File: src/rtl/iir_pkg.sv
// Shared constants, FSM encoding and address helpers for the IIR coefficient bank.
// A flat address is 5*section + k.
package iir_pkg;

    localparam int unsigned NUM_SECTIONS       = 3;
    localparam int unsigned COEFFS_PER_SECTION = 5;
    localparam int unsigned NUM_COEFFS         = NUM_SECTIONS * COEFFS_PER_SECTION;

    localparam int unsigned IDX_B0 = 0;
    localparam int unsigned IDX_B1 = 1;
    localparam int unsigned IDX_B2 = 2;
    localparam int unsigned IDX_A1 = 3;
    localparam int unsigned IDX_A2 = 4;

    typedef enum logic [0:0] {
        StIdle    = 1'b0,
        StPending = 1'b1
    } bank_state_e;

    // Unity gain in the fixed-point format; callers truncate to their word width.
    function automatic logic [63:0] identity_b0(input int unsigned scale_shift);
        return 64'd1 << scale_shift;
    endfunction

    function automatic logic [1:0] addr_section(input logic [3:0] addr);
        if (addr < 4'd5) begin
            return 2'd0;
        end else if (addr < 4'd10) begin
            return 2'd1;
        end
        return 2'd2;
    endfunction

    function automatic logic [2:0] addr_coeff(input logic [3:0] addr);
        if (addr < 4'd5) begin
            return 3'(addr);
        end else if (addr < 4'd10) begin
            return 3'(addr - 4'd5);
        end
        return 3'(addr - 4'd10);
    endfunction

endpackage

File: src/rtl/iir_coeff_section.sv
// One biquad section's worth of coefficients: five shadow and five active registers,
// with a shadow write port, a bulk shadow-to-active copy and a combinational read mux.
module iir_coeff_section
    import iir_pkg::*;
#(
    parameter int unsigned COEFF_WIDTH = 32,
    parameter int unsigned SCALE_SHIFT = 20
) (
    input  logic                   clk,
    input  logic                   rst_n,
    input  logic                   wr_en,
    input  logic [2:0]             wr_k,
    input  logic [COEFF_WIDTH-1:0] wr_data,
    input  logic                   copy,
    input  logic [2:0]             rd_k,
    input  logic                   rd_active,
    output logic [COEFF_WIDTH-1:0] rd_data,
    output logic [COEFF_WIDTH-1:0] b0,
    output logic [COEFF_WIDTH-1:0] b1,
    output logic [COEFF_WIDTH-1:0] b2,
    output logic [COEFF_WIDTH-1:0] a1,
    output logic [COEFF_WIDTH-1:0] a2
);

    localparam logic [COEFF_WIDTH-1:0] B0_RESET = COEFF_WIDTH'(identity_b0(SCALE_SHIFT));

    logic [COEFF_WIDTH-1:0] shadow_q [COEFFS_PER_SECTION];
    logic [COEFF_WIDTH-1:0] active_q [COEFFS_PER_SECTION];

    always_ff @(posedge clk or negedge rst_n) begin
        if (!rst_n) begin
            for (int unsigned k = 0; k < COEFFS_PER_SECTION; k++) begin
                shadow_q[k] <= (k == IDX_B0) ? B0_RESET : '0;
                active_q[k] <= (k == IDX_B0) ? B0_RESET : '0;
            end
        end else begin
            if (wr_en) begin
                shadow_q[wr_k] <= wr_data;
            end
            if (copy) begin
                active_q <= shadow_q;
            end
        end
    end

    always_comb begin
        rd_data = '0;
        if (rd_k < 3'(COEFFS_PER_SECTION)) begin
            rd_data = rd_active ? active_q[rd_k] : shadow_q[rd_k];
        end
    end

    assign b0 = active_q[IDX_B0];
    assign b1 = active_q[IDX_B1];
    assign b2 = active_q[IDX_B2];
    assign a1 = active_q[IDX_A1];
    assign a2 = active_q[IDX_A2];

endmodule

File: src/rtl/iir_coeff_bank.sv
// Double-buffered coefficient bank for a three-section IIR cascade; the shadow set is
// copied into the active set atomically on a sample_tick after a commit request.
module iir_coeff_bank
    import iir_pkg::*;
#(
    parameter int unsigned COEFF_WIDTH = 32,
    parameter int unsigned SCALE_SHIFT = 20
) (
    input  logic                   clk,
    input  logic                   rst_n,
    input  logic                   wr_en,
    input  logic [3:0]             wr_addr,
    input  logic [COEFF_WIDTH-1:0] wr_data,
    output logic                   wr_err,
    input  logic [3:0]             rd_addr,
    input  logic                   rd_sel,
    output logic [COEFF_WIDTH-1:0] rd_data,
    input  logic                   commit_req,
    input  logic                   sample_tick,
    output logic                   commit_pending,
    output logic                   commit_done,
    output logic                   dirty,
    output logic [COEFF_WIDTH-1:0] b0_s1,
    output logic [COEFF_WIDTH-1:0] b1_s1,
    output logic [COEFF_WIDTH-1:0] b2_s1,
    output logic [COEFF_WIDTH-1:0] a1_s1,
    output logic [COEFF_WIDTH-1:0] a2_s1,
    output logic [COEFF_WIDTH-1:0] b0_s2,
    output logic [COEFF_WIDTH-1:0] b1_s2,
    output logic [COEFF_WIDTH-1:0] b2_s2,
    output logic [COEFF_WIDTH-1:0] a1_s2,
    output logic [COEFF_WIDTH-1:0] a2_s2,
    output logic [COEFF_WIDTH-1:0] b0_s3,
    output logic [COEFF_WIDTH-1:0] b1_s3,
    output logic [COEFF_WIDTH-1:0] b2_s3,
    output logic [COEFF_WIDTH-1:0] a1_s3,
    output logic [COEFF_WIDTH-1:0] a2_s3
);

    bank_state_e state_q, state_d;

    logic                   wr_ok;
    logic                   copy;
    logic [1:0]             wr_sec;
    logic [2:0]             wr_k;
    logic [1:0]             rd_sec;
    logic [2:0]             rd_k;
    logic [COEFF_WIDTH-1:0] rd_data_d;

    logic                   wr_err_q;
    logic                   commit_done_q;
    logic                   dirty_q;
    logic [COEFF_WIDTH-1:0] rd_data_q;

    logic [COEFF_WIDTH-1:0] sec_rd [NUM_SECTIONS];
    logic [COEFF_WIDTH-1:0] sec_b0 [NUM_SECTIONS];
    logic [COEFF_WIDTH-1:0] sec_b1 [NUM_SECTIONS];
    logic [COEFF_WIDTH-1:0] sec_b2 [NUM_SECTIONS];
    logic [COEFF_WIDTH-1:0] sec_a1 [NUM_SECTIONS];
    logic [COEFF_WIDTH-1:0] sec_a2 [NUM_SECTIONS];

    assign wr_sec = addr_section(wr_addr);
    assign wr_k   = addr_coeff(wr_addr);
    assign rd_sec = addr_section(rd_addr);
    assign rd_k   = addr_coeff(rd_addr);

    // Writes are locked out while a commit waits, so the copied set cannot tear.
    assign wr_ok = wr_en && (state_q == StIdle) && (wr_addr < 4'(NUM_COEFFS));
    assign copy  = (state_q == StPending) && sample_tick;

    for (genvar s = 0; s < NUM_SECTIONS; s++) begin : g_section
        iir_coeff_section #(
            .COEFF_WIDTH(COEFF_WIDTH),
            .SCALE_SHIFT(SCALE_SHIFT)
        ) u_section (
            .clk      (clk),
            .rst_n    (rst_n),
            .wr_en    (wr_ok && (wr_sec == 2'(s))),
            .wr_k     (wr_k),
            .wr_data  (wr_data),
            .copy     (copy),
            .rd_k     (rd_k),
            .rd_active(rd_sel),
            .rd_data  (sec_rd[s]),
            .b0       (sec_b0[s]),
            .b1       (sec_b1[s]),
            .b2       (sec_b2[s]),
            .a1       (sec_a1[s]),
            .a2       (sec_a2[s])
        );
    end

    always_comb begin
        state_d = state_q;
        unique case (state_q)
            StIdle:    if (commit_req)  state_d = StPending;
            StPending: if (sample_tick) state_d = StIdle;
            default:   state_d = StIdle;
        endcase
    end

    always_comb begin
        rd_data_d = '0;
        if (rd_addr < 4'(NUM_COEFFS)) begin
            rd_data_d = sec_rd[rd_sec];
        end
    end

    always_ff @(posedge clk or negedge rst_n) begin
        if (!rst_n) begin
            state_q       <= StIdle;
            wr_err_q      <= 1'b0;
            commit_done_q <= 1'b0;
            dirty_q       <= 1'b0;
            rd_data_q     <= '0;
        end else begin
            state_q       <= state_d;
            wr_err_q      <= wr_en && !wr_ok;
            commit_done_q <= copy;
            rd_data_q     <= rd_data_d;
            if (copy) begin
                dirty_q <= 1'b0;
            end else if (wr_ok) begin
                dirty_q <= 1'b1;
            end
        end
    end

    assign wr_err         = wr_err_q;
    assign commit_done    = commit_done_q;
    assign commit_pending = (state_q == StPending);
    assign dirty          = dirty_q;
    assign rd_data        = rd_data_q;

    assign b0_s1 = sec_b0[0];
    assign b1_s1 = sec_b1[0];
    assign b2_s1 = sec_b2[0];
    assign a1_s1 = sec_a1[0];
    assign a2_s1 = sec_a2[0];
    assign b0_s2 = sec_b0[1];
    assign b1_s2 = sec_b1[1];
    assign b2_s2 = sec_b2[1];
    assign a1_s2 = sec_a1[1];
    assign a2_s2 = sec_a2[1];
    assign b0_s3 = sec_b0[2];
    assign b1_s3 = sec_b1[2];
    assign b2_s3 = sec_b2[2];
    assign a1_s3 = sec_a1[2];
    assign a2_s3 = sec_a2[2];

endmodule

File: config.mk
export PLATFORM = sky130hd
export DESIGN_NAME = iir_coeff_bank
export DESIGN_NICKNAME = d
export VERILOG_FILES = /design/src/rtl/iir_pkg.sv /design/src/rtl/iir_coeff_section.sv /design/src/rtl/iir_coeff_bank.sv
export SDC_FILE = /design/constraint.sdc
export NUM_CORES = 2
export LEC_CHECK = 0
export BUFFER_PORTS_ARGS = -buffer_cell sky130_fd_sc_hd__buf_2
export CAP_MARGIN = 5
export CORE_AREA = 2 2 339 476
export DETAILED_ROUTE_END_ITERATION = 10
export DIE_AREA = 0 0 341 478
export MAX_ROUTING_LAYER = met4
export PLACE_DENSITY = 0.44
export SYNTH_ARGS = -nofsm -noshare
export SYNTH_HDL_FRONTEND = slang
export SYNTH_HIERARCHICAL = 1
export SYNTH_SLANG_ARGS = --single-unit
File: constraint.sdc
create_clock -name clk -period 2.6 [get_ports clk]
set_clock_uncertainty 0.1 [all_clocks]
set_input_delay 0.13 -clock clk [delete_from_list [all_inputs] [get_ports clk]]
set_output_delay 0.13 -clock clk [all_outputs]
set_load 0.05 [all_outputs]
Word level (Yosys, flattened, before mapping)
Index checks and enable logic that the tools add are counted.
- add/subtract/negate cells: 4
- $lt $le $gt $ge: 11
- equal/unequal tests: 2
- multiplexer cells: 54
- bitwise gates (word level): 4
- reductions and logical operators: 11
- operators with widths (cell ; count):
    32-bit two-way mux ; 22
    32-bit binary-select mux with 3-bit select ; 6
    160-bit bitwise mux ; 3
    32-bit demux with 3-bit select ; 1
    32-bit binary-select mux with 2-bit select ; 1
    3-bit two-way mux ; 6
    4-bit less-than comparator, second input constant ; 4
    2-bit two-way mux ; 6
    4-bit greater-or-equal comparator, second input constant ; 2
    1-bit logical AND ; 8
    4-bit by 3-bit less-than comparator with 1-bit output, second input constant ; 2
    1-bit two-way mux ; 8
    3-bit NOT with 4-bit output ; 2
    3-bit by 2-bit subtractor with 3-bit output, second input constant ; 2
    3-bit subtractor, second input constant ; 2
    4-bit by 1-bit less-than comparator with 1-bit output, second input constant ; 1
    3-bit greater-or-equal comparator, second input constant ; 1
    3-bit less-than comparator, second input constant ; 1
    2-bit NOT with 3-bit output ; 1
    2-bit by 1-bit equality test with 1-bit output, second input constant ; 1
    2-bit equality test, second input constant ; 1
    2-bit logical NOT ; 1
    1-bit case mux with 2 select lines ; 1
    2-bit nonzero test ; 1
    2 further kinds ; 2
- register bits: 996
- input bits: 46
- output and inout bits: 516
- word-level logic and storage cells: 121

Depth between registers and ports, before layout
- word-level depth: 14
- mapped depth: 16
- depth with buffers taken out: 11

By module
Netlist, hierarchy kept.
- modules (own cells, without submodules) (module ; times used ; cells an instance ; area an instance (µm²) ; sequential area each (µm²)):
    iir_coeff_section ; 3 ; 987 ; 14958.1 ; 8010.2
    iir_coeff_bank ; 1 ; 238 ; 2478.6 ; 900.9

Least setup slack after synthesis
Ideal clock, no wire load.
- kind: input -> register
- start: in rd_addr[1]
- end: reg rd_data_q[27], in the netlist rd_data[27]
- setup time: 0.140 ns
- arrival: 2.759 ns
- required time: 2.360 ns
- path slack: -0.399 ns
- cell stages on the path: 15
- buffers on the path: 4
- cell sequence: inv_1 ha_1 buf_2 inv_1 a311o_1 o21ai_0 buf_4 buf_4 clkbuf_1 mux4_2 a21oi_1 a211oi_2 and3b_1 a211oi_1 a211oi_2
- RTL lines (item ; RTL line ; text):
    from (decl) ; iir_coeff_bank.sv:15 ; input logic [3:0] rd_addr,
    to (signal assigned) ; iir_coeff_bank.sv:120 ; rd_data_q <= rd_data_d;
    to (decl) ; iir_coeff_bank.sv:53 ; logic [COEFF_WIDTH-1:0] rd_data_q;

==> flow_metrics.env <==
export IMPL_grt_max_degree=83
export IMPL_netlist_instances=3199
export IMPL_start_util=0.298
export IMPL_post_route_cells_drive_above_1_share=0.592
export IMPL_setup_viol=0
export IMPL_final_hold_viol_count=0
export IMPL_portBuffers=561
export IMPL_powerDensity_mw_per_mm2=1130
export IMPL_outcome="finished, final reports clean"
export IMPL_synth_nets=3249
export IMPL_grt_antenna_before_repair=28
export IMPL_syn2layout_area_growth_pct=28.0
export IMPL_drc_errors=0
export IMPL_p_leak_nw=27.9
export IMPL_worstSetupPathType="in2reg"
export IMPL_cts_made_buffers=108
export IMPL_drv_cap=0
export IMPL_initialDrtViolationCount=2050
export IMPL_grt_pass1_vias=33600
export IMPL_yosys_area_top_type_share=0.523
export IMPL_yosys_warnings=6
export IMPL_cts_max_level=3
export IMPL_worstReg2RegEnd="g_section[2].u_section/shadow_q[73]"
export IMPL_synth_seq_cells=996
export IMPL_pre_cts_ws_ns=-1.14
export IMPL_avgViaCountPerCell=5.30
export IMPL_yosys_area_top_type="dfrtp_1"
export IMPL_finalSetupTns_ns=0
export IMPL_r2r_setup_slack_ns=0.08
export IMPL_gp_congestion=0.805
export IMPL_layout_setup_ws_ns=0.00962
export IMPL_synthFlopType="dfrtp_1"
export IMPL_timing_hold_ws_ns=0.0390
export IMPL_avgSynthCellArea_sq_um=14.8
export IMPL_core_rowCount=174
export IMPL_critical_path_peak_fanout=18
export IMPL_async_flop_share=1.00
export IMPL_die_w_um=341
export IMPL_drt_wl_total_mm=191
export IMPL_cts_tree="yes"
export IMPL_finalPower_mw=68.6
export IMPL_min_period_ns=2.59
export IMPL_hpwl_mm=136
export IMPL_synth_seq_area_share=0.527
export IMPL_cts_sinks=996
export IMPL_worst_hold_startpoint="wr_data[4]"
export IMPL_nFillCells=15300
export IMPL_holdPathEnd="g_section[1].u_section/shadow_q[68]"
export IMPL_maxSlewHeadroom=0.381
export IMPL_wl_per_cell_um=30.8
export IMPL_ys_types=46
export IMPL_arrival_ns=3.07
export IMPL_first_pass_iters=5
export IMPL_ys_top_cells_by_count="dfrtp_1, mux2_2, mux4_2"
export IMPL_cts_root_buf="clkbuf_16"
export IMPL_r2r_cells=8
export IMPL_dieArea_sq_mm=0.163
export IMPL_grt_usage=0.237
export IMPL_synth_edf_count=0
export IMPL_ant_nets=0
export IMPL_grt_pass1_wl_mm=268
export IMPL_clk_latency_ns=0.75
export IMPL_r2r_start="commit_pending"
export IMPL_die_h_um=478
export IMPL_tightest_slew_ns=0.928
export IMPL_core_area_sq_mm=0.159
export IMPL_grt_overflow=0
export IMPL_via_count=33000
export IMPL_rsz0062_at_grt="true"
export IMPL_period_share=0.996
export IMPL_ios=562
export IMPL_netlist_area_sq_mm=0.0474
export IMPL_layout_nets=4068
export IMPL_irDropWorstVdd_mv=0.897
export IMPL_crit_path_end_kind="flip-flop"
export IMPL_synth_most_common_cell="dfrtp_1"
export IMPL_start_kind="input port"
export IMPL_ctsLongestPathBuffers=3
export IMPL_yosys_top_cells_area="dfrtp_1, mux2_2, mux4_2"
export IMPL_max_freq_mhz=386
export IMPL_worst_hold_path_type="in2reg"
export IMPL_clk_pin_slew_worst_paths_ns=0.07
export IMPL_crit_required_ns=3.08
export IMPL_drv_slew=0
export IMPL_hold_path_depth=2
[layout by cell type (no fill, tap or decap), types with 7 or more instances in the layout]
master and n:
a21oi_2 18, buf_12 106, a21o_1 93, mux2_1 24, dfrtp_1 990, nor3_1 75, buf_2 556, clkinv_2 17
mux2_2 936, nor4bb_1 69, clkbuf_1 19, buf_4 258, clkbuf_8 29, mux2i_1 39, nand2b_1 8, a21oi_1 77
a211oi_2 78, clkbuf_16 114, buf_6 11, nor4bb_2 7, nor3_2 19, dlygate4sd3_1 39, a211oi_1 72, o211ai_1 93
nor3b_4 7, and3b_1 32, a211oi_4 8, and4bb_2 15, mux4_2 192
[where the power goes]
group,total [mW],internal (mW),switching [mW]
combinational,27.5,9.58,18.0
clock,15.9,9.02,6.85
sequential,25.1,20.5,4.68
total,68.6,39.1,29.5
[area by class of cell]
cell class,count,area [sq um],area share
multi-input cells,1919,21700,0.359
clock buffers,157,3200,0.0528
clock inverters,37,387,0.00638
inverters,12,62.6,0.00103
repair buffers,981,7610,0.126
well taps,2112,2640,0.0436
diodes,5,12.5,0.000206
flip-flops and latches,996,24900,0.411
[state kept, by name, indices dropped and copies added (netlist names)]
| signal | cells |
|---|---|
| g_section.u_section/b0 | 96 |
| g_section.u_section/b1 | 96 |
| g_section.u_section/a2 | 96 |
| rd_data | 32 |
| g_section.u_section/shadow_q | 480 |
| commit_pending | 1 |
| g_section.u_section/a1 | 96 |
| dirty | 1 |
| g_section.u_section/b2 | 96 |
| wr_err | 1 |
| commit_done | 1 |
[worst max-delay path by stage]
stage                     slack [ns]           to  cells past startpoint       start
after CTS                       0.02  rd_data[29]                     15  rd_addr[0]
after global routing           -0.07  rd_data[30]                     15  rd_addr[1]
after floorplan                -0.05  rd_data[27]                     15  rd_addr[1]
after global placement         -1.15  rd_data[29]                     15  rd_addr[1]
final                           0.01  rd_data[29]                     15  rd_addr[1]
after detailed placement       -1.14  rd_data[30]                     15  rd_addr[1]
[per-stage QoR]
| stage | utilization | instance area [sq um] | instances |
|---|---|---|---|
| detailed placement | 0.350 | 55700 | 5951 |
| CTS | 0.377 | 59900 | 6194 |
| global placement | 0.350 | 55700 | 5951 |
| floorplan | - | 47600 | 3199 |
| global route | 0.381 | 60600 | 6216 |
| finish | 0.381 | 60600 | 6219 |
[critical path, stage by stage]
cell and delay (ns):
buf_6 0.12, inv_12 0.03, ha_4 0.23, nor2b_1 0.16
o22ai_2 0.12, o21ai_4 0.39, buf_6 0.24, buf_6 0.24
mux4_2 0.39, a21oi_1 0.19, a211oi_2 0.08, buf_4 0.17
and3b_1 0.19, a211oi_4 0.24, a211oi_1 0.09
[kinds of logic (layout without fill, tap and decap cells)]
family,after synthesis,in the layout,synth area share
xor+xnor,2,2,0.000370
compound gates,456,456,0.0712
fa+ha+maj,4,4,0.00106
buf+inv,284,1187,0.0294
mux,1191,1191,0.328
simple gates,266,266,0.0437
flops,996,996,0.527
other cells,0,5,0
[what timing repair did]
action                                  in CTS  in global routing
gates resized for setup                     18                 75
hold endpoints to repair                  1323                  0
buffers inserted                             8                 15
hold buffers                                40                  0
gates cloned                                 1                  5
endpoints found under the setup margin     295                 88
pin swaps                                    4                 15
[routing by layer]
layer | global-route usage | vias to the layer above | share of wire
li1 | - | 13900 | -
met1 | 0.315 | 18000 | 0.44
met2 | 0.363 | 905 | 0.47
met3 | 0.0578 | 156 | 0.069
met4 | 0.0569 | 0 | 0.022
met5 | - | - | 0
No activity file was read; power rests on OpenSTA's default activity.
